File: config.mk
export PLATFORM = sky130hd
export DESIGN_NAME = seq_divider_flat
export DESIGN_NICKNAME = d
export VERILOG_FILES = /design/src/rtl/seq_divider_if.sv /design/src/rtl/seq_divider.sv /design/src/flat_wrapper.sv
export SDC_FILE = /design/constraint.sdc
export NUM_CORES = 1
export LEC_CHECK = 0
export ABC_AREA = 1
export ABC_CLOCK_PERIOD_IN_PS = 4200
export BUFFER_PORTS_ARGS = -buffer_cell sky130_fd_sc_hd__buf_2
export CORE_MARGIN = 8
export CORE_UTILIZATION = 61
export DETAILED_ROUTE_END_ITERATION = 16
export PLACE_DENSITY = 0.83
export SLEW_MARGIN = 20
export SYNTH_ARGS = -nofsm -noshare
export SYNTH_HDL_FRONTEND = slang
export SYNTH_SLANG_ARGS = --single-unit
File: constraint.sdc
create_clock -name clk -period 4.2 [get_ports clk]
set_input_delay 0.63 -clock clk [delete_from_list [all_inputs] [get_ports clk]]
set_output_delay 0.63 -clock clk [all_outputs]
set_load 0.03 [all_outputs]
File: src/rtl/seq_divider_if.sv
// Launch/result bundle between the execute stage and the iterative divider.
interface seq_divider_if #(
  parameter int WIDTH = 32
);
  logic             start;
  logic             cancel;
  logic             is_signed;
  logic [WIDTH-1:0] a;
  logic [WIDTH-1:0] b;
  logic             busy;
  logic             done;
  logic [WIDTH-1:0] quotient;
  logic [WIDTH-1:0] remainder;
  logic             div_by_zero;

  modport master (
    output start, cancel, is_signed, a, b,
    input  busy, done, quotient, remainder, div_by_zero
  );

  modport slave (
    input  start, cancel, is_signed, a, b,
    output busy, done, quotient, remainder, div_by_zero
  );
endinterface

File: src/rtl/seq_divider.sv
// Radix-2 restoring divider for DIV/DIVU: one quotient bit per cycle, fixed
// WIDTH+2 cycle latency, MIPS sign rules, quotient to LO and remainder to HI.
module seq_divider #(
  parameter int WIDTH = 32
) (
  input  logic          clk,
  input  logic          reset_b,
  seq_divider_if.slave  dif
);
  localparam int CW = $clog2(WIDTH);
  localparam logic [CW-1:0] LAST = CW'(WIDTH - 1);

  typedef enum logic [1:0] {IDLE, RUN, FIX, DONE} state_e;

  state_e           state_q, state_d;
  logic [CW-1:0]    cnt_q, cnt_d;
  logic [WIDTH-1:0] rem_q, rem_d;     // partial remainder magnitude
  logic [WIDTH-1:0] dvd_q, dvd_d;     // dividend bits out, quotient bits in
  logic [WIDTH-1:0] dvs_q, dvs_d;     // divisor magnitude
  logic [WIDTH-1:0] araw_q, araw_d;   // original dividend for divide-by-zero
  logic [WIDTH-1:0] quo_q, quo_d;
  logic [WIDTH-1:0] rmd_q, rmd_d;
  logic             negq_q, negq_d;
  logic             negr_q, negr_d;
  logic             dbz_q, dbz_d;

  logic [WIDTH-1:0] a_mag, b_mag;
  logic [WIDTH:0]   shifted;
  logic [WIDTH+1:0] trial;
  logic             borrow;
  logic             accept;

  assign a_mag = (dif.is_signed && dif.a[WIDTH-1]) ? -dif.a : dif.a;
  assign b_mag = (dif.is_signed && dif.b[WIDTH-1]) ? -dif.b : dif.b;

  // Trial subtract of the shifted partial remainder; top bit is the borrow.
  assign shifted = {rem_q, dvd_q[WIDTH-1]};
  assign trial   = {1'b0, shifted} - {2'b00, dvs_q};
  assign borrow  = trial[WIDTH+1];

  // cancel in IDLE is a no-op but still blocks a same-edge start.
  assign accept = dif.start && !dif.cancel && (state_q == IDLE || state_q == DONE);

  always_comb begin
    state_d = state_q;
    cnt_d   = cnt_q;
    rem_d   = rem_q;
    dvd_d   = dvd_q;
    dvs_d   = dvs_q;
    araw_d  = araw_q;
    quo_d   = quo_q;
    rmd_d   = rmd_q;
    negq_d  = negq_q;
    negr_d  = negr_q;
    dbz_d   = dbz_q;

    if (dif.cancel && state_q != IDLE) begin
      state_d = IDLE;
    end else if (accept) begin
      state_d = RUN;
      cnt_d   = '0;
      rem_d   = '0;
      dvd_d   = a_mag;
      dvs_d   = b_mag;
      araw_d  = dif.a;
      negq_d  = dif.is_signed & (dif.a[WIDTH-1] ^ dif.b[WIDTH-1]);
      negr_d  = dif.is_signed & dif.a[WIDTH-1];
      dbz_d   = (dif.b == '0);
    end else begin
      case (state_q)
        RUN: begin
          rem_d = borrow ? shifted[WIDTH-1:0] : trial[WIDTH-1:0];
          dvd_d = {dvd_q[WIDTH-2:0], ~borrow};
          cnt_d = cnt_q + 1'b1;
          if (cnt_q == LAST) state_d = FIX;
        end
        FIX: begin
          // Zero divisor bypasses the sign fix so remainder is the raw dividend.
          if (dbz_q) begin
            quo_d = '1;
            rmd_d = araw_q;
          end else begin
            quo_d = negq_q ? -dvd_q : dvd_q;
            rmd_d = negr_q ? -rem_q : rem_q;
          end
          state_d = DONE;
        end
        DONE:    state_d = IDLE;
        default: state_d = state_q;
      endcase
    end
  end

  always_ff @(posedge clk or negedge reset_b) begin
    if (!reset_b) begin
      state_q <= IDLE;
      cnt_q   <= '0;
      rem_q   <= '0;
      dvd_q   <= '0;
      dvs_q   <= '0;
      araw_q  <= '0;
      quo_q   <= '0;
      rmd_q   <= '0;
      negq_q  <= 1'b0;
      negr_q  <= 1'b0;
      dbz_q   <= 1'b0;
    end else begin
      state_q <= state_d;
      cnt_q   <= cnt_d;
      rem_q   <= rem_d;
      dvd_q   <= dvd_d;
      dvs_q   <= dvs_d;
      araw_q  <= araw_d;
      quo_q   <= quo_d;
      rmd_q   <= rmd_d;
      negq_q  <= negq_d;
      negr_q  <= negr_d;
      dbz_q   <= dbz_d;
    end
  end

  assign dif.busy        = (state_q == RUN) || (state_q == FIX);
  assign dif.done        = (state_q == DONE);
  assign dif.quotient    = quo_q;
  assign dif.remainder   = rmd_q;
  assign dif.div_by_zero = dbz_q;
endmodule

File: src/flat_wrapper.sv
// flat-port wrapper written by rule: the top's interface ports become plain ports
module seq_divider_flat 
#(
  parameter int WIDTH = 32
)
  (clk, reset_b, dif_start, dif_cancel, dif_is_signed, dif_a, dif_b, dif_busy, dif_done, dif_quotient, dif_remainder, dif_div_by_zero);
  seq_divider_if #(.WIDTH(WIDTH)) dif_i ();
  input  logic clk;
  input  logic reset_b;
  input wire logic [$bits(dif_i.start)-1:0] dif_start;
  input wire logic [$bits(dif_i.cancel)-1:0] dif_cancel;
  input wire logic [$bits(dif_i.is_signed)-1:0] dif_is_signed;
  input wire logic [$bits(dif_i.a)-1:0] dif_a;
  input wire logic [$bits(dif_i.b)-1:0] dif_b;
  output wire logic [$bits(dif_i.busy)-1:0] dif_busy;
  output wire logic [$bits(dif_i.done)-1:0] dif_done;
  output wire logic [$bits(dif_i.quotient)-1:0] dif_quotient;
  output wire logic [$bits(dif_i.remainder)-1:0] dif_remainder;
  output wire logic [$bits(dif_i.div_by_zero)-1:0] dif_div_by_zero;
  assign dif_i.start = dif_start;
  assign dif_i.cancel = dif_cancel;
  assign dif_i.is_signed = dif_is_signed;
  assign dif_i.a = dif_a;
  assign dif_i.b = dif_b;
  assign dif_busy = dif_i.busy;
  assign dif_done = dif_i.done;
  assign dif_quotient = dif_i.quotient;
  assign dif_remainder = dif_i.remainder;
  assign dif_div_by_zero = dif_i.div_by_zero;
  seq_divider #(.WIDTH(WIDTH)) u_core (.clk(clk), .reset_b(reset_b), .dif(dif_i));
endmodule
# [Word-level counts from Yosys, hierarchy flattened]
# Cells that the tools add are included.
[totals] reg_bits=202 in_bits=69 out_inout_bits=67 elab_cells=62
[classes] n_addsub=6 eq_ne=5 mux=17 bitwise=6 reduce_logical=17
[ops] op="$mux W32" n=11
[ops] op="$neg A32 Y32" n=4
[ops] op="$sub A33 B32 Y34" n=1
[ops] op="$logic_not A32 Y1" n=1
[ops] op="$mux W5" n=2
[ops] op="$mux W2" n=3
[ops] op="$pmux W2 S3" n=1
[ops] op="$reduce_and A2 Y1" n=3
[ops] op="$add A5 B1 Y5 const B" n=1
[ops] op="$eq A5 B5 Y1 const B" n=1
[ops] op="$logic_and A1 B1 Y1" n=5
[ops] op="$reduce_bool A5 Y1" n=1
[ops] op="$eq A2 B2 Y1 const B" n=2
[ops] op="$ne A4 B1 Y1 const B" n=1
[ops] op="$reduce_bool A2 Y1" n=2
[ops] op="$not A1 Y1" n=3
[ops] op="$reduce_and A3 Y1" n=1
[ops] op="$and A1 B1 Y1" n=2
[ops] op="$eq A2 B1 Y1 const B" n=1
[ops] op="$logic_not A2 Y1" n=1
[ops] op="$logic_or A1 B1 Y1" n=2
[ops] op="$logic_not A1 Y1" n=1
[ops] op="$xor A1 B1 Y1" n=1

# [Longest topological paths before layout]
# Gate-level depths: netlist (run 1).
[depth] depth_word=5 mapped_depth=16 depth_no_buf=16

# [Worst setup path after synthesis (run 1)]
# Ideal clock, no wire load.
[synth_path] path_kind="register -> register" start="register u_core.state_q[0]" end="register u_core.quo_q[27], in the netlist u_core.dif.quotient[27]" arrival_time_ns=1.920 path_slack_ns=2.160 path_stages_with_launch=12 cell_sequence="dfrtp_1 > inv_1 > ha_1 > nor2_1 > nand2_1 > buf_4 > nand2_1 > nor2_2 > buf_2 > nand2_1 > o22ai_1 > inv_1"
[synth_between] elab_chain_len=5 word_cells_on_any_way=10
[synth_lines] element="start: declaration" line_no="seq_divider.sv:15" source="state_e state_q, state_d;"
[synth_lines] element="start signal: assignment" line_no="seq_divider.sv:108" source="state_q <= state_d;"
[synth_lines] element="$eq A2 B2 Y1 / $logic_not A2 Y1 (equally long branches)" line_no="seq_divider.sv:42" source="assign accept = dif.start && !dif.cancel && (state_q == IDLE || state_q == DONE);"
[synth_lines] element="$logic_or A1 B1 Y1" line_no="seq_divider.sv:42"
[synth_lines] element="$logic_and A1 B1 Y1" line_no="seq_divider.sv:42"
[synth_lines] element="$not A1 Y1 (no line)"
[synth_lines] element="$reduce_and A3 Y1 (no line) (*)"
[synth_lines] element="end signal: assignment" line_no="seq_divider.sv:114" source="quo_q <= quo_d;"
[synth_lines] element="end: declaration" line_no="seq_divider.sv:21" source="logic [WIDTH-1:0] quo_q, quo_d;"
# Mark *: on every way between the ends. The rest lies on a longest branch, timed or not.
# A chain may end at the register's enable or synchronous reset.

# [Worst setup path in the final report (run 1)]
[layout_path] start="register u_core.state_q[0]" end="register u_core.dvd_q[8]"
[layout_between] elab_chain_len=5 word_cells_on_any_way=11
[layout_lines] element="$eq A2 B2 Y1 / $logic_not A2 Y1 (equally long branches)" line_no="seq_divider.sv:42"
[layout_lines] element="$logic_or A1 B1 Y1" line_no="seq_divider.sv:42"
[layout_lines] element="$logic_and A1 B1 Y1" line_no="seq_divider.sv:42"
[layout_lines] element="$reduce_bool A2 Y1 (no line)"
[layout_lines] element="$reduce_and A2 Y1 (no line)"
[layout_lines] element="end signal: assignment" line_no="seq_divider.sv:111" source="dvd_q <= dvd_d;"
[layout_lines] element="end: declaration" line_no="seq_divider.sv:18" source="logic [WIDTH-1:0] dvd_q, dvd_d;"
# Parallel ways exist; a longest one is shown, timed or not.

==> results of run 1 <==
==> sequential cells by signal, summed over array words and instances, names as in the netlist <==
signal,cells
u_core.dvd_q,32
u_core.dif.div_by_zero,1
u_core.dif.remainder,32
u_core.dvs_q,32
u_core.negr_q,1
u_core.rem_q,32
u_core.state_q,2
u_core.negq_q,1
u_core.araw_q,32
u_core.cnt_q,5
u_core.dif.quotient,32
==> power by group through the flow <==
stage / Clock [mW] / Combinational, mW / Sequential [mW]
2_1_floorplan: 0 / 6.87 / 3.75
3_3_place_gp: 0 / 9.38 / 3.52
3_5_place_dp: 0 / 9.54 / 3.55
4_1_cts: 2.06 / 9.61 / 3.52
5_1_grt: 2.14 / 10.9 / 3.64
6_report: 2.05 / 9.74 / 3.56
==> synth_stat cells (5+ instances only) <==
cell type  instances  area share [%]
nand3_1          205             7.0
inv_2              5            0.13
a21oi_1           64             2.2
nand4_1           35             1.5
nor2_2            11            0.47
or2_2              8            0.34
nand3b_1           7            0.36
nor2_1           201             5.1
o221ai_1           7            0.42
o31ai_1            5            0.25
ha_1              42             3.6
xor2_1            35             2.1
xnor2_1           15            0.89
o22ai_1           12            0.51
o211ai_1          38             1.9
clkbuf_1          37            0.94
nand3_2            7            0.48
buf_2             23            0.78
inv_1            335             8.5
dfrtp_1          202              34
a31oi_1           11            0.47
nand2_2            8            0.34
and2_1             5            0.21
o21ai_0          146             5.0
nor3_1            16            0.54
nand2_1          740              19
==> layer usage <==
metal | part of all wire [%] | global-route usage, % | vias to the layer above
met3 | 7.3 | 3.144 | 132
met4 | 5.0 | 14.93 | 0
met1 | 42 | 42.99 | 7136
li1 | - | - | 7429
met5 | 0 | 0 | -
met2 | 46 | 53.63 | 739
==> final cells by class <==
cell class                 instances  area (um2)  area share (%)
timing repair buffer             147       799.5           4.885
sequential                       202        5055           30.88
clock buffer                      31       625.6           3.822
inverter                         343        1287           7.866
multi-input combinational       1653        8055           49.22
tap                              324       405.4           2.477
clock inverter                    11       138.9          0.8486
==> worst max-delay path by stage <==
| stage | startpoint | endpoint |
|---|---|---|
| after floorplan | u_core.state_q[0] | u_core.dif.quotient[27] |
| after global placement | dif_is_signed | u_core.dvs_q[25] |
| after detailed placement | dif_is_signed | u_core.dvs_q[25] |
| after CTS | u_core.state_q[0] | u_core.dvd_q[8] |
| after global routing | u_core.state_q[0] | u_core.dvd_q[8] |
| final | u_core.state_q[0] | u_core.dvd_q[8] |
==> kinds of logic (layout without fill, tap and decap cells) <==
logic type / count (synthesis) / after routing
AND/OR/NAND/NOR: 1257 / 1257
AO/OA/AOI/OAI: 303 / 303
buffers and inverters: 414 / 532
adder cells (fa/ha/maj): 43 / 43
flip-flops: 202 / 202
XOR/XNOR: 50 / 50
==> impl_metrics.tcl, run 1 <==
set metrics [dict create \
    first_pass_iters 6 \
    synth-xor-area-share_pct 2.973 \
    grt_setup_unrepaired "false" \
    reg2reg_setup_slack_ns 1.46 \
    yosys.cell_types.count 51 \
    synthSimpleGateAreaFrac_pct 36.20 \
    cp-end-kind "register" \
    synth_edf_count 0 \
    cts_hold_buf 0 \
    fin_ws_ns 1.461 \
    worstSetupPathType "reg2reg" \
    wl_per_cell_um 17.71 \
    tritoncts "done" \
    path_clk_slew_ns 0.06 \
    outcome "finished clean" \
    grt_usage_pct 32.57 \
    r2r-end "u_core.dvd_q[8]" \
    startpoint_type "register" \
    skew_ns 0.02309 \
    finalSetupTns_ns 0 \
    numPortBuffers 135 \
    cts.repair.resized 0 \
    nets 2482 \
    reg2reg_from "u_core.state_q[0]" \
    drt_iter0_markers 1831 \
    syn_inst 2269 \
    worst-endpoint-required_ns 4.57 \
    row_count 57 \
    yosysSeqAreaShare_pct 34.32 \
    seq_power_share_pct 23.2 \
    post-route-min-period_ns 2.739 \
    grt_antenna_before_repair 0 \
    peakVddDrop_uv 528.8 \
    cp.arrival_ns 3.11 \
    dieArea_um2 29370 \
    crit_family "simple AND/OR/NAND/NOR gates" \
    netSwitchingFraction_pct 53.60 \
    die_w_um 171.4 \
    fmax_ghz 0.3651 \
    placed_cell_area_um2 15600 \
    finalHoldViolCount 0 \
    synth_top_flop_cell "dfrtp_1" \
    critPathMaxFanout 28 \
    htreeDepth 1 \
    grt_pass1_wl_um 75800 \
    start_util_pct 61.28 \
    fill_cells 2204 \
    synth_top_family_by_area "simple AND/OR/NAND/NOR gates" \
    syn-num-nets 2381 \
    most-common-layout-cells "nand2_1 (738), inv_1 (334), nand3_1 (205), dfrtp_1 (202), nor2_1 (201)" \
    drv_cap 0 \
    dp_hpwl_um 37320 \
    total_power_mw 15.34 \
    grt_overflow 0 \
    clockBufferDepth 3 \
    p_switching_mw 8.224 \
    fin_util_pct 68.10 \
    dr_total_vias 15436 \
    fin_cells 2711 \
    p_leak_nw 8.994 \
    cts.sinks 202 \
    avgViaCountPerCell 5.694 \
    routed_wl_um 48010 \
    synth_compound_area_share_pct 11.77 \
    post_cts_buffers 0 \
    pwr-share-clk_pct 13.3 \
    cts_root_buf "clkbuf_16" \
    antenna_cells 0 \
    worst-path-stages 11 \
    power_density_nw_per_um2 937.4 \
    yosys_warnings 0 \
    area_growth_pct 11.12 \
    synthAdderAreaFrac_pct 3.704 \
    path_cells "inv_1 > ha_1 > nor2_1 > nand2_2 > buf_4 > nor2_4 > inv_2 > a21oi_1 > nand2_1 > o211ai_1 > o21ai_1" \
    grt_pass1_vias 14439 \
    drive_above_1_share_pct 9.929 \
    whs_ns 0.1503 \
    grt_start_max_net_pins 113 \
    coreArea_um2 24030 \
    avgSynthCellArea_um2 6.491 \
    drv_slew 0 \
    slew_headroom_pct 38.24 \
    ys_ff_latch 202 \
    cts_buffers 23 \
    die_h_um 171.4 \
    crit_path_max_incr_delay_ns 0.55 \
    hp-class "in2async" \
    cp_num_buf_inv 3 \
    reg2reg_depth 11 \
    post-place-ws_ns 1.366 \
    final_common_cell "nand2_1" \
    clk_latency_ns 0.52 \
    async_flop_share_pct 100.0 \
    comb_power_share_pct 63.5 \
    place.gp.congestion 1.005 \
    final_antenna_net_count 0 \
    cp_slowest_cell "nor2_4" \
    synth.area.mux_share_pct 0 \
    final_area_um2 16370 \
    post-place-cells 2669 \
    pin_count 136 \
    drc 0 \
    setup_violations 0 \
    worst_pin_slew_ns 0.9253 \
    fin_crit_sh_pct 65.21 \
    syn_area_um2 14730 \
    intPower_mw 7.119 \
]
No activity file was read; power rests on OpenSTA's default activity.
==> inputs of run 2 (changes only) <==
- ABC_CLOCK_PERIOD_IN_PS: 4200 -> 2800
- clock period: 4.2 -> 2.8 ns (I/O delays scaled with it)
==> impl_metrics.tcl, run 2 (synthesized netlist as in run 1, its figures left out) <==
set metrics [dict create \
    outcome "finished clean" \
    grt_pass1_wl_um 78020 \
    antenna_cells 0 \
    cts.sinks 202 \
    row_count 57 \
    fin_crit_sh_pct 91.43 \
    path_clk_slew_ns 0.06 \
    drv_cap 0 \
    dieArea_um2 29370 \
    intPower_mw 10.73 \
    drv_slew 0 \
    top_usage_layer "met2" \
    cp.arrival_ns 3.01 \
    total_power_mw 23.36 \
    fmax_ghz 0.3906 \
    p_switching_mw 12.63 \
    cts.repair.resized 0 \
    area_growth_pct 12.00 \
    comb_power_share_pct 64.5 \
    first_pass_iters 6 \
    whs_ns 0.2128 \
    met1_usage_pct 43.42 \
    setup_violations 0 \
    reg2reg_from "u_core.rem_q[23]" \
    tritoncts "done" \
    cp_num_buf_inv 0 \
    place.gp.congestion 0.9986 \
    met2_usage_pct 55.48 \
    fin_cells 2724 \
    grt_start_max_net_pins 73 \
    dp_hpwl_um 38650 \
    dr_total_vias 15639 \
    grt_setup_unrepaired "false" \
    power_density_nw_per_um2 1416 \
    clk_latency_ns 0.52 \
    hp-class "in2reg" \
    grt_pass1_vias 14924 \
    numPortBuffers 135 \
    htreeDepth 1 \
    slew_headroom_pct 28.57 \
    startpoint "u_core.rem_q[23]" \
    post_cts_buffers 0 \
    placed_cell_area_um2 15730 \
    final_area_um2 16500 \
    die_w_um 171.4 \
    start_util_pct 61.28 \
    avgViaCountPerCell 5.741 \
    cts_buffers 24 \
    p_leak_nw 9.075 \
    critPathMaxFanout 33 \
    die_h_um 171.4 \
    cp-end-kind "register" \
    cts_hold_buf 1 \
    routed_wl_um 49600 \
    grt_usage_pct 33.66 \
    most-common-layout-cells "nand2_1 (738), inv_1 (334), nand3_1 (205), dfrtp_1 (202), nor2_1 (201)" \
    drt_iter0_markers 1878 \
    seq_power_share_pct 22.5 \
    cts_root_buf "clkbuf_16" \
    nets 2498 \
    wl_per_cell_um 18.21 \
    cp_slowest_cell "dfrtp_1" \
    crit_path_max_incr_delay_ns 0.49 \
    finalHoldViolCount 0 \
    peakVddDrop_uv 785.9 \
    coreArea_um2 24030 \
    clockBufferDepth 3 \
    final_antenna_net_count 0 \
    crit_family "simple AND/OR/NAND/NOR gates" \
    grt_overflow 0 \
    finalSetupTns_ns 0 \
    netSwitchingFraction_pct 54.07 \
    pin_count 136 \
    startpoint_type "register" \
    post-place-cells 2683 \
    post-route-min-period_ns 2.560 \
    skew_ns 0.01278 \
    worstSetupPathType "reg2reg" \
    hp-start "dif_b[30]" \
    final_common_cell "nand2_1" \
    fill_cells 2170 \
    worst-endpoint-required_ns 3.25 \
    crit_top_cell "nand2_1" \
    drc 0 \
    drive_above_1_share_pct 10.38 \
    path_cells "ha_1 > nand2_2 > nor2_2 > nand2_1 > nor2_2 > nand2_4 > nand2_8 > nand2_4 > nand2_1 > nand2_1 > nand2_1" \
    worst_pin_slew_ns 1.070 \
    met3_usage_pct 3.167 \
    pwr-share-clk_pct 13.0 \
    grt_antenna_before_repair 0 \
]
-- run 2: cell count changes in the layout (fill, tap and decap cells not counted) --
cell           before  now
buf_12              2    4
buf_4              10   22
bufinv_16           3    1
clkbuf_16          23   25
clkbuf_8            3    4
clkinv_2            5    2
clkinv_4            0    1
clkinvlp_4          2    1
dlygate4sd3_1       0    1
-- run 2: final cells by class --
cell class                 count  area, um2  area share [%]
sequential                   202       5055           30.64
clock buffer                  34      689.4           4.179
inverter                     343       1287           7.804
multi-input combinational   1653       8055           48.83
clock inverter                 6      65.06          0.3944
timing repair buffer         162      939.7           5.696
tap                          324      405.4           2.457
-- run 2: tightest hold or removal path: stages --
cell and delay, ns:
buf_2 0.09, nand2_1 0.05, nand3_1 0.05, o21ai_0 0.07
-- run 2: per-stage QoR --
step	worst slack, ns	util (%)
floorplan	0.7602	-
global placement	0.3015	65.46
detailed placement	0.3340	65.46
CTS	0.3100	68.64
global route	0.07086	68.64
finish	0.2399	68.64
-- run 2: path summary, 6_finish.rpt --
kind	end	slack, ns	depth (start not counted)
min	u_core.dvs_q[30]	0.21	4
min in group asynchronous	u_core.araw_q[10]	0.48	2
max	u_core.rem_q[28]	0.24	11
max reg2reg	u_core.rem_q[28]	0.24	11
max in group asynchronous	u_core.dif.quotient[26]	1.60	3
min reg2reg	u_core.dif.remainder[3]	0.48	2
-- run 2: power groups by stage --
stage / clock [mW] / combinational, mW / sequential, mW
after floorplan: 0 / 10.3 / 5.62
after global placement: 0 / 14.4 / 5.21
after detailed placement: 0 / 14.7 / 5.24
after CTS: 3.03 / 14.8 / 5.21
after global routing: 3.13 / 16.7 / 5.37
final: 3.03 / 15.1 / 5.26
-- run 2: metal layers --
| metal | vias to the layer above | wire length (um) |
|---|---|---|
| li1 | 7454 | - |
| met1 | 7290 | 20080 |
| met2 | 751 | 23200 |
| met3 | 144 | 3546 |
| met4 | 0 | 2774 |
| met5 | - | 0 |
